===== src/rtl/uart_tx.sv =====
// uart_tx: byte-wide UART transmitter. Bit timing comes from the rising edges of
// bclk, which is sampled in the clk domain. The host side uses a valid/ready handshake.
module uart_tx #(
  parameter int DATA_BITS = 8,
  parameter int PARITY    = 0,   // 0 none, 1 odd, 2 even
  parameter int STOP_BITS = 1
) (
  input  logic                 clk,
  input  logic                 reset,     // async, active low
  input  logic                 bclk,
  input  logic [DATA_BITS-1:0] tx_data,
  input  logic                 tx_valid,
  output logic                 tx_ready,
  output logic                 tx,
  output logic                 busy
);

  if (DATA_BITS < 5 || DATA_BITS > 9) begin : g_bad_data_bits
    $fatal(1, "uart_tx: DATA_BITS must be in 5..9");
  end
  if (PARITY < 0 || PARITY > 2) begin : g_bad_parity
    $fatal(1, "uart_tx: PARITY must be 0, 1 or 2");
  end
  if (STOP_BITS < 1 || STOP_BITS > 2) begin : g_bad_stop_bits
    $fatal(1, "uart_tx: STOP_BITS must be 1 or 2");
  end

  localparam bit         HAS_PAR   = (PARITY != 0);
  localparam bit         ODD_PAR   = (PARITY == 1);
  localparam logic [3:0] LAST_BIT  = 4'(DATA_BITS - 1);
  localparam logic       LAST_STOP = 1'(STOP_BITS - 1);

  typedef enum logic [2:0] {IDLE, SYNC, START, DATA, PAR, STOP} state_t;

  state_t               state_q, state_d;
  logic                 bclk_q;
  logic                 tick;
  logic [DATA_BITS-1:0] sh_q, sh_d;
  logic                 par_q, par_d;
  logic [3:0]           bcnt_q, bcnt_d;
  logic                 scnt_q, scnt_d;
  logic                 tx_d, rdy_d, busy_d;
  logic                 accept;

  // A bit boundary is the first clk cycle on which bclk is seen high.
  assign tick   = bclk & ~bclk_q;
  assign accept = tx_valid & tx_ready;

  // State, datapath and registered outputs. Reset takes effect immediately from any state.
  always_ff @(posedge clk or negedge reset) begin
    if (!reset) begin
      state_q  <= IDLE;
      bclk_q   <= 1'b0;
      sh_q     <= '0;
      par_q    <= 1'b0;
      bcnt_q   <= '0;
      scnt_q   <= 1'b0;
      tx       <= 1'b1;
      tx_ready <= 1'b0;
      busy     <= 1'b0;
    end else begin
      state_q  <= state_d;
      bclk_q   <= bclk;
      sh_q     <= sh_d;
      par_q    <= par_d;
      bcnt_q   <= bcnt_d;
      scnt_q   <= scnt_d;
      tx       <= tx_d;
      tx_ready <= rdy_d;
      busy     <= busy_d;
    end
  end

  // Next-state logic. Only SYNC and later states advance on ticks, so a tick
  // that lands on the accept edge is not consumed.
  always_comb begin
    state_d = state_q;
    case (state_q)
      IDLE:  if (accept) state_d = SYNC;
      SYNC:  if (tick) state_d = START;
      START: if (tick) state_d = DATA;
      DATA:  if (tick && bcnt_q == LAST_BIT) state_d = HAS_PAR ? PAR : STOP;
      PAR:   if (tick) state_d = STOP;
      STOP:  if (tick && scnt_q == LAST_STOP) state_d = IDLE;
      default: state_d = IDLE;
    endcase
  end

  // Output and datapath next values. tx holds its value between ticks.
  // ready and busy follow the next state, so both change on the same edge as the state.
  always_comb begin
    tx_d   = tx;
    sh_d   = sh_q;
    par_d  = par_q;
    bcnt_d = bcnt_q;
    scnt_d = scnt_q;
    rdy_d  = (state_d == IDLE);
    busy_d = (state_d != IDLE);
    case (state_q)
      IDLE: begin
        tx_d = 1'b1;
        if (accept) begin
          sh_d  = tx_data;
          par_d = ODD_PAR ? ~^tx_data : ^tx_data;
        end
      end
      SYNC: if (tick) tx_d = 1'b0;
      START: if (tick) begin
        tx_d   = sh_q[0];
        sh_d   = sh_q >> 1;
        bcnt_d = '0;
      end
      DATA: if (tick) begin
        if (bcnt_q == LAST_BIT) begin
          tx_d   = HAS_PAR ? par_q : 1'b1;
          scnt_d = 1'b0;
        end else begin
          tx_d   = sh_q[0];
          sh_d   = sh_q >> 1;
          bcnt_d = bcnt_q + 4'd1;
        end
      end
      PAR: if (tick) begin
        tx_d   = 1'b1;
        scnt_d = 1'b0;
      end
      STOP: if (tick) begin
        tx_d = 1'b1;
        if (scnt_q != LAST_STOP) scnt_d = scnt_q + 1'b1;
      end
      default: tx_d = 1'b1;
    endcase
  end

endmodule


===== config.mk =====
export PLATFORM = sky130hd
export DESIGN_NAME = uart_tx
export DESIGN_NICKNAME = d
export VERILOG_FILES = /design/src/rtl/uart_tx.sv
export SDC_FILE = /design/constraint.sdc
export NUM_CORES = 1
export LEC_CHECK = 0
export CAP_MARGIN = 20
export CORE_MARGIN = 3
export CORE_UTILIZATION = 52
export CTS_CLUSTER_DIAMETER = 120
export DETAILED_ROUTE_END_ITERATION = 10
export GPL_TIMING_DRIVEN = 0
export PLACE_DENSITY = 0.77
export RECOVER_POWER = 100
export SYNTH_ARGS = -nofsm -noshare
export SYNTH_HDL_FRONTEND = slang
export SYNTH_SLANG_ARGS = --single-unit

===== constraint.sdc =====
create_clock -name clk -period 2 [get_ports clk]
set_input_delay 0.6 -clock clk [delete_from_list [all_inputs] [get_ports clk]]
set_output_delay 0.6 -clock clk [all_outputs]
set_load 0.1 [all_outputs]

==> metrics.csv <==
stage;metric;value;unit
status;outcome;complete, no violations;
drt;wl_per_cell;12.9;um
timing;finalHoldViolCount;0;
timing;worst_slack;0.110;ns
critical_path;path_cells;clkbuf_2;
finish;layout_common_cells;dfrtp_1 (18), clkdlybuf4s50_1 (9), mux2_1 (8), mux2_4 (6), a21oi_1 (5);
finish;utilization;65.8;%
finish;fill_cells;144;
cts;cts.sinks;19;
floorplanning;start_util;56.5;%
synth;syn_avg_cell_area;12.0;um2
finish;seqCellArea;477;um2
cts;clk_latency;0.30;ns
synth;yosys_warnings;0;
global_routing;grt_pass1_wl;3080;um
timing;slew-limit-headroom;45.5;%
place;post-place-ws;-0.265;ns
drt;vias_per_cell;5.33;
place;dp_hpwl;1210;um
finish;fin_nets;116;
drt;route.detailed.drc;0;
timing;rsz0062_at_grt;false;
finish;num_antenna_cells;0;
critical_path;critPathKind;reg2out;
pwr;p_total;1.45;mW
run;cap_violations;0;
timing;setup_viol;0;
timing;tightest_slew;0.816;ns
cts;cts_buffer_depth;2;
global_routing;antenna_found_initial;0;
critical_path;arrival;1.29;ns
global_routing;grt_usage;16.4;%
cts;cts_root_buffer;clkbuf_4;
floorplanning;rows;15;
synth;synth_area;1010;um2
pwr;peakVddDrop;0.000819;V
critical_path;crit_fanout;2;
timing;slew_violations;0;
synth;synth_edf_count;0;
finish;final_cells;127;
floorplanning;core;1780;um2
place;dp_cells;123;
global_routing;grt_pass1_vias;733;
timing;fin_crit;1.89;ns
global_routing;overflow;0;
critical_path;crit_path_start_kind;register;
finish;area_delta_synth_final;16.5;%
drt;antenna_left;0;
timing;skew;0.00973;ns
critical_path;critPathSlowestCell;dfstp_2;
drt;vias;677;
cts;clk_pin_slew;0.11;ns
cts;cts_buffers;3;
critical_path;max_stage_delay;0.55;ns
timing;max_freq;529;MHz
finish;final_common_cell;dfrtp_1;
cts;post-cts-setup-buffer-count;0;
place;post_dp_cell_area;1180;um2
critical_path;end_kind;output pin;
floorplanning;io-pin-count;15;
synth;yosysUniqueCellTypes;31;
cts;cts_tree;yes;
floorplanning;fp.dieH;50.0;um
timing;min_period_over_period;94.5;%
critical_path;crit_buf_inv;1;
drt;first_pass_iters;4;
drt;wl;1640;um
floorplanning;die-area;2500;um2
critical_path;cpLargestDelayFamily;flip-flops;
finish;stdcell_area;1170;um2
place;io_buffers;14;
place;place_congestion;0.771;
synth;syn_inst;84;
synth;ys.flop_type;dfrtp_1;
pwr;p_leak;0.542;nW
global_routing;grt_max_degree;20;
pwr;powerDensity;1240;nW/um2
cts;htreeDepth;1;
synth;synthArstFlopShare;100;%
synth;synth_nets;97;
synth;ys_ff_latch;19;
drt;first_iter_violations;4;
finish;multi_input_area;455;um2
critical_path;crit_required;1.40;ns
finish;drive_gt1_share;17.6;%
hold_path;worstHoldPathType;in2reg;
floorplanning;die_x;50.0;um
synth;ys_seq_area_share;47.3;%
[cells in the mapped netlist, drive strengths merged, types with 2 or more instances]
cell | n | area, um2
nor2 | 3 | 11.3
nand2 | 4 | 15.0
inv | 3 | 11.3
mux2 | 15 | 195
buf | 4 | 41.3
nor2b | 2 | 12.5
nand3 | 4 | 20.0
a21oi | 5 | 25.0
o21ai | 3 | 15.0
dfrtp | 18 | 450
a21o | 3 | 22.5
nor3 | 2 | 10.0
nand2b | 4 | 25.0
[final timing paths]
path,start,endpoint,slack [ns],cells after the start
max reg2reg,state_q[2],sh_q[6],0.19,5
max in group asynchronous,reset,sh_q[4],0.67,1
min reg2reg,sh_q[6],sh_q[6],0.51,1
max,tx,tx,0.11,1
min,bclk,bclk_q,0.47,1
min in group asynchronous,reset,bclk_q,0.82,1
[report_power, final]
group | total [mW] | internal [mW] | switching, mW | leakage [nW]
combinational | 0.657 | 0.316 | 0.341 | 0.300
sequential | 0.600 | 0.522 | 0.0785 | 0.229
clock | 0.196 | 0.0762 | 0.120 | 0.0139
[worst register-to-register path, stage by stage (launching register included)]
cell	delay (ns)
dfrtp_1	0.47
nor4bb_1	0.28
clkbuf_1	0.27
a32o_1	0.19
buf_6	0.16
mux2_1	0.33
[sequential cells by signal, summed over array words and instances (netlist names)]
name	cells
busy	1
bclk_q	1
tx_ready	1
bcnt_q	4
sh_q	8
tx	1
state_q	3
[through the flow]
step | hold WS, ns | TNS (ns)
finish | 0.465 | 0
global route | 0.444 | 0
CTS | 0.518 | 0
detailed placement | 0.487 | -2.27
global placement | 0.490 | -1.98
floorplan | 0.304 | 0
[logic make-up after synthesis]
group                      share of synthesized area [%]
muxes                                               20.4
adders and majority gates                           1.24
DFF                                                 47.3
AOI/OAI and AO/OA                                   10.7
and+or+nand+nor                                     14.8
buffers and inverters                               5.59
[layer usage]
metal	track usage, %	routed length (um)
met1	18.9	778
met2	27.0	769
met3	6.95	81
met4	5.53	13
met5	0	0
[area by class of cell]
class | instances | area share [%]
Timing Repair Buffer | 14 | 11.2
Tap cell | 25 | 2.67
Buffer | 5 | 3.20
Sequential cell | 19 | 40.6
Inverter | 3 | 0.959
Clock buffer | 3 | 1.92
Clock inverter | 1 | 0.640
Multi-Input combinational cell | 57 | 38.8
[repair_timing]
item	CTS	global route
gates resized for setup	10	2
hold buffers	0	0
pin swaps	0	0
setup endpoints to repair	3	6
Note: power is estimated with default switching activity, not from simulation.
